$ cat src/rtl/tick_gen_if.sv
// rtl/tick_gen_if.sv - command/status bundle between run control and tick_gen
//
// Purpose:
//   Groups the run-control commands and the prescaler status outputs of tick_gen.
//   The controller side uses modport master. tick_gen uses modport slave.
// Parameters:
//   CW       prescaler width, must match tick_gen.CW
// Signals:
//   start    master->slave  start/resume command
//   stop     master->slave  pause command
//   clr      master->slave  clear to IDLE
//   tick     slave->master  1-clk pulse every DIV clks while running
//   running  slave->master  run state is RUN
//   paused   slave->master  run state is PAUSE
//   phase    slave->master  current prescaler value (CW bits)

interface tick_gen_if #(
    parameter int CW = 26
) ();
    logic          start;
    logic          stop;
    logic          clr;
    logic          tick;
    logic          running;
    logic          paused;
    logic [CW-1:0] phase;

    modport master (
        output start,
        output stop,
        output clr,
        input  tick,
        input  running,
        input  paused,
        input  phase
    );

    modport slave (
        input  start,
        input  stop,
        input  clr,
        output tick,
        output running,
        output paused,
        output phase
    );
endinterface

$ cat src/rtl/tick_gen.sv
// rtl/tick_gen.sv - run-control prescaler emitting a one-clk tick every DIV clks
//
// Purpose:
//   Divides clk by DIV and emits a single-cycle tick that enables the first
//   stage of the downstream decade counter chain. A three-state run FSM
//   (IDLE/RUN/PAUSE) is driven by start/stop/clr with priority clr > stop > start.
// Parameters:
//   DIV      clk cycles per tick, DIV >= 1
//   CW       prescaler width, 2**CW >= DIV
// Ports:
//   clk      system clock, rising edge
//   rst_n    asynchronous active-low reset
//   bus      tick_gen_if.slave: start/stop/clr in; tick/running/paused/phase out
// Configuration:
//   TICK_BTN_SYNC_EN  when defined, each command passes through a 2-FF
//                     synchronizer plus rising-edge detector, so any-length
//                     level yields one command, acted on at the 3rd clk edge.
//                     When undefined, commands act on every edge they are high.

module tick_gen #(
    parameter int DIV = 50_000_000,
    parameter int CW  = 26
) (
    input  logic       clk,
    input  logic       rst_n,
    tick_gen_if.slave  bus
);

    // Terminal prescaler value; comparing against it (instead of relying on
    // a 2**CW rollover) keeps the wrap exact for any DIV.
    localparam logic [CW-1:0] PRE_MAX = CW'(DIV - 1);

    typedef enum logic [1:0] {
        ST_IDLE  = 2'd0,
        ST_RUN   = 2'd1,
        ST_PAUSE = 2'd2
    } state_t;

    logic start_cmd;
    logic stop_cmd;
    logic clr_cmd;

`ifdef TICK_BTN_SYNC_EN
    // Bit order within the command vectors: {clr, stop, start}.
    logic [2:0] cmd_raw;
    logic [2:0] sync1_q;
    logic [2:0] sync2_q;
    logic [2:0] sync3_q;
    logic [2:0] cmd_rise;

    assign cmd_raw = {bus.clr, bus.stop, bus.start};

    // sync1/sync2 form the metastability chain; sync3 is the delayed copy
    // used only for rising-edge detection.
    always_ff @(posedge clk or negedge rst_n) begin
        if (!rst_n) begin
            sync1_q <= 3'b000;
            sync2_q <= 3'b000;
            sync3_q <= 3'b000;
        end else begin
            sync1_q <= cmd_raw;
            sync2_q <= sync1_q;
            sync3_q <= sync2_q;
        end
    end

    assign cmd_rise = sync2_q & ~sync3_q;

    assign clr_cmd   = cmd_rise[2];
    assign stop_cmd  = cmd_rise[1];
    assign start_cmd = cmd_rise[0];
`else
    assign start_cmd = bus.start;
    assign stop_cmd  = bus.stop;
    assign clr_cmd   = bus.clr;
`endif

    state_t        state_q;
    state_t        state_d;
    logic [CW-1:0] pre_q;
    logic [CW-1:0] pre_d;
    logic          tick_q;
    logic          tick_d;

    always_ff @(posedge clk or negedge rst_n) begin
        if (!rst_n) begin
            state_q <= ST_IDLE;
            pre_q   <= '0;
            tick_q  <= 1'b0;
        end else begin
            state_q <= state_d;
            pre_q   <= pre_d;
            tick_q  <= tick_d;
        end
    end

    always_comb begin
        state_d = state_q;
        pre_d   = pre_q;
        tick_d  = 1'b0;

        if (clr_cmd) begin
            state_d = ST_IDLE;
            pre_d   = '0;
        end else begin
            case (state_q)
                ST_IDLE: begin
                    if (start_cmd) begin
                        state_d = ST_RUN;
                    end
                end
                ST_RUN: begin
                    // stop wins over a tick that would otherwise fire this edge;
                    // pre is frozen so a later resume keeps the phase.
                    if (stop_cmd) begin
                        state_d = ST_PAUSE;
                    end else if (pre_q == PRE_MAX) begin
                        pre_d  = '0;
                        tick_d = 1'b1;
                    end else begin
                        pre_d = pre_q + CW'(1);
                    end
                end
                ST_PAUSE: begin
                    if (start_cmd) begin
                        state_d = ST_RUN;
                    end
                end
                default: begin
                    state_d = ST_IDLE;
                    pre_d   = '0;
                end
            endcase
        end
    end

    assign bus.tick    = tick_q;
    assign bus.running = (state_q == ST_RUN);
    assign bus.paused  = (state_q == ST_PAUSE);
    assign bus.phase   = pre_q;

endmodule

$ cat src/flat_wrapper.sv
// flat-port wrapper written by rule: the top's interface ports become plain ports
module tick_gen_flat 
#(
    parameter int DIV = 50_000_000,
    parameter int CW  = 26
)
  (clk, rst_n, bus_start, bus_stop, bus_clr, bus_tick, bus_running, bus_paused, bus_phase);
  tick_gen_if #(.CW(CW)) bus_i ();
  input  logic clk;
  input  logic rst_n;
  input wire logic [$bits(bus_i.start)-1:0] bus_start;
  input wire logic [$bits(bus_i.stop)-1:0] bus_stop;
  input wire logic [$bits(bus_i.clr)-1:0] bus_clr;
  output wire logic [$bits(bus_i.tick)-1:0] bus_tick;
  output wire logic [$bits(bus_i.running)-1:0] bus_running;
  output wire logic [$bits(bus_i.paused)-1:0] bus_paused;
  output wire logic [$bits(bus_i.phase)-1:0] bus_phase;
  assign bus_i.start = bus_start;
  assign bus_i.stop = bus_stop;
  assign bus_i.clr = bus_clr;
  assign bus_tick = bus_i.tick;
  assign bus_running = bus_i.running;
  assign bus_paused = bus_i.paused;
  assign bus_phase = bus_i.phase;
  tick_gen #(.DIV(DIV), .CW(CW)) u_core (.clk(clk), .rst_n(rst_n), .bus(bus_i));
endmodule
$ cat config.mk
export PLATFORM = sky130hd
export DESIGN_NAME = tick_gen_flat
export DESIGN_NICKNAME = d
export VERILOG_FILES = /design/src/rtl/tick_gen_if.sv /design/src/rtl/tick_gen.sv /design/src/flat_wrapper.sv
export SDC_FILE = /design/constraint.sdc
export NUM_CORES = 1
export LEC_CHECK = 0
export CORE_MARGIN = 10
export CORE_UTILIZATION = 40
export CTS_CLUSTER_DIAMETER = 100
export CTS_CLUSTER_SIZE = 12
export DETAILED_ROUTE_END_ITERATION = 10
export PLACE_DENSITY = 0.65
export SLEW_MARGIN = 40
export SYNTH_ARGS = -nofsm -noshare
export SYNTH_HDL_FRONTEND = slang
export SYNTH_SLANG_ARGS = --single-unit
export TNS_END_PERCENT = 30
$ cat constraint.sdc
create_clock -name clk -period 2.35 [get_ports clk]
set_clock_uncertainty 0.2 [all_clocks]
set_input_delay 0.705 -clock clk [delete_from_list [all_inputs] [get_ports clk]]
set_output_delay 0.705 -clock clk [all_outputs]
set_load 0.03 [all_outputs]
==> out/metrics.yaml <==
cells_and_area:
  final_cell_mix: "29 x dfrtp_1, 20 x nor2_1, 16 x nand3_1, 16 x clkdlybuf4s50_1"
  area_growth_pct: 39.7
  n_antenna_cell: 0
  final_area_um2: 2220
  layout_commonest_cell: "dfrtp_1"
  fin_nets: 230
  drive_gt1_share_pct: 13.8
clock_network:
  cts_tree: "done"
  cts.sinks: 29
  clkLatencyLatePin_ns: 0.28
  cts_buffer_depth: 2
  clk_pin_slew_ns: 0.06
  postCtsHoldBufs: 0
  root_buffer: "clkbuf_8"
  cts_htree_levels: 2
  numCtsBuffers: 5
  postCtsSetupRepairBufs: 0
timing:
  fin_setup_tns_ns: 0
  fin_crit_ns: 2.30
  finalMaxSlewViolations: 0
  tightest_slew_ns: 0.379
  rsz0062_at_grt: "yes"
  hold_violations: 0
  finalCritPeriodShare_pct: 98.1
  finalSetupViolCount: 0
  max_freq_ghz: 0.434
  max_slew_margin_pct: 74.5
global_route:
  grtUsageMet2_pct: 19.2
  grt_max_degree: 30
  overflow: 0
  grt_pass1_wl_um: 7240
  grt_usage_pct: 12.4
  met1_usage_pct: 15.5
  grtUsageMet3_pct: 4.30
  top_usage_layer: "met2"
  grt_pass1_vias: 1483
  antenna_found_initial: 0
logic_synthesis:
  ys_seq_area_share_pct: 45.6
  synth_nets: 179
  synth_cell_types: 41
  synth_edf_count: 0
  syn_area_um2: 1590
  ys.flop_type: "dfrtp_1"
  synthArstFlopShare_pct: 100
  yosys_warnings: 0
  ys_seq_elements: 29
  syn_area_per_cell_um2: 9.20
  syn-instance-count: 173
detailed_routing:
  routedWlPerCell_um: 16.1
  vias_per_cell: 5.55
  drt-initial-drc-count: 144
  dr_total_vias: 1509
  drt_first_pass_iters: 4
  finalWirelength_um: 4380
  drc: 0
  postRouteAntennaNets: 0
setup_path:
  reg2reg_depth: 5
  worstPathRequired_ns: 1.44
  slowest_delay_ns: 0.70
  end_kind: "output port"
  r2r-end: "u_core.bus.phase[3]"
  crit_path_start: "u_core.bus.phase[5]"
  critPathKind: "flip-flop to output port"
  cp_num_buf_inv: 1
  r2r_setup_slack_ns: 0.32
  critPathTopFamily: "buffers and inverters"
  cp_slowest_cell: "clkdlybuf4s50_1"
  critPathLaunchType: "flip-flop"
  arrival_ns: 1.40
  r2r_start: "u_core.bus.phase[19]"
  cp_max_fo: 6
  crit_chain: "clkdlybuf4s50_1"
placed_design:
  port_buffers: 33
  place_hpwl_um: 3160
  gp_congestion: 0.839
  placed_area_um2: 2070
die:
  core-area_um2: 3740
  dieArea_um2: 6900
  start_util_pct: 42.5
  ioPinCount: 34
  die_height_um: 83.1
  rows: 22
  die_w_um: 83.1
worst_hold_path:
  whs_path_depth: 1
  hold_path_startpoint: "u_core.bus.phase[6]"
  hold_path.class: "flip-flop to flip-flop"
  min_to: "u_core.bus.phase[6]"
outcome:
  outcome: "complete, no violations"
pwr:
  p_leak_uw: 0.00117
  powerDensity_nw_per_um2: 449
  total_power_uw: 999
  vdd_drop_max_mv: 0.360
run:
  max-cap-violations: 0
-- kinds of logic after synthesis --
kind of cell	after synthesis	share of synthesized area, %
xor+xnor	15	8.25
fa+ha+maj	1	0.786
flops	29	45.6
simple gates	99	34.0
buf+inv	8	2.36
compound gates	21	8.96
-- registers in the layout, summed over array words and instances (netlist names) --
name / count
u_core.bus.phase: 26
u_core.state_q: 2
u_core.bus.tick: 1
-- metal layers --
metal	up-vias	wire (um)
li1	730	-
met1	732	2020
met2	42	2020
met3	5	270
met4	0	59
met5	-	0
-- synthesized netlist by cell type (5+ instances only) --
master | count | area [um2]
nand2b_1 | 5 | 31.3
o21ai_0 | 5 | 25.0
nand3_1 | 16 | 80.1
nor2_1 | 20 | 75.1
a21oi_1 | 5 | 25.0
xor2_1 | 10 | 87.6
nand2_1 | 15 | 56.3
dfrtp_1 | 29 | 726
nand4_1 | 10 | 62.6
and3_1 | 6 | 37.5
xnor2_1 | 5 | 43.8
-- report_power, final --
| group | internal [uW] | switching [uW] | leakage, uW |
|---|---|---|---|
| combinational | 31.8 | 50.7 | 0.000724 |
| sequential | 503 | 5.36 | 0.000404 |
| clock | 232 | 177 | 0.0000443 |
| total | 766 | 233 | 0.00117 |
-- how the worst max path moves through the flow --
stage | end | slack [ns] | cells after the start
3_5_place_dp | u_core.bus.phase[24] | -0.33 | 6
2_1_floorplan | u_core.bus.phase[9] | 0.21 | 7
3_3_place_gp | u_core.bus.phase[24] | -0.33 | 6
4_1_cts | bus_phase[18] | 0.002 | 1
5_1_grt | u_core.bus.phase[21] | -0.03 | 6
6_report | bus_phase[5] | 0.05 | 1
-- cell type report --
type	count	area, um2
sequential	29	726
timing repair buffer	48	467
clock buffer	7	86.3
multi-input combinational	137	873
tap	48	60.1
fill	333	1520
inverter	3	11.3
-- metrics by stage --
stage | util [%] | hold WS [ns] | instances | setup WS (ns)
CTS | 57.5 | 0.348 | 271 | 0.00211
detailed placement | 55.2 | 0.341 | 264 | -0.331
finish | 59.4 | 0.341 | 272 | 0.0456
global placement | 55.2 | 0.313 | 264 | -0.328
floorplan | - | 0.209 | 173 | 0.210
global route | 59.4 | 0.374 | 272 | -0.0322
-- repair_timing --
| item | in CTS | in global routing |
|---|---|---|
| pin swaps | 0 | 1 |
| cloned | 0 | 1 |
| hold endpoints to repair | 0 | 0 |
| endpoints found under the setup margin | 11 | 30 |
| gates resized for setup | 5 | 21 |
Power figures use the tool's default switching activity.
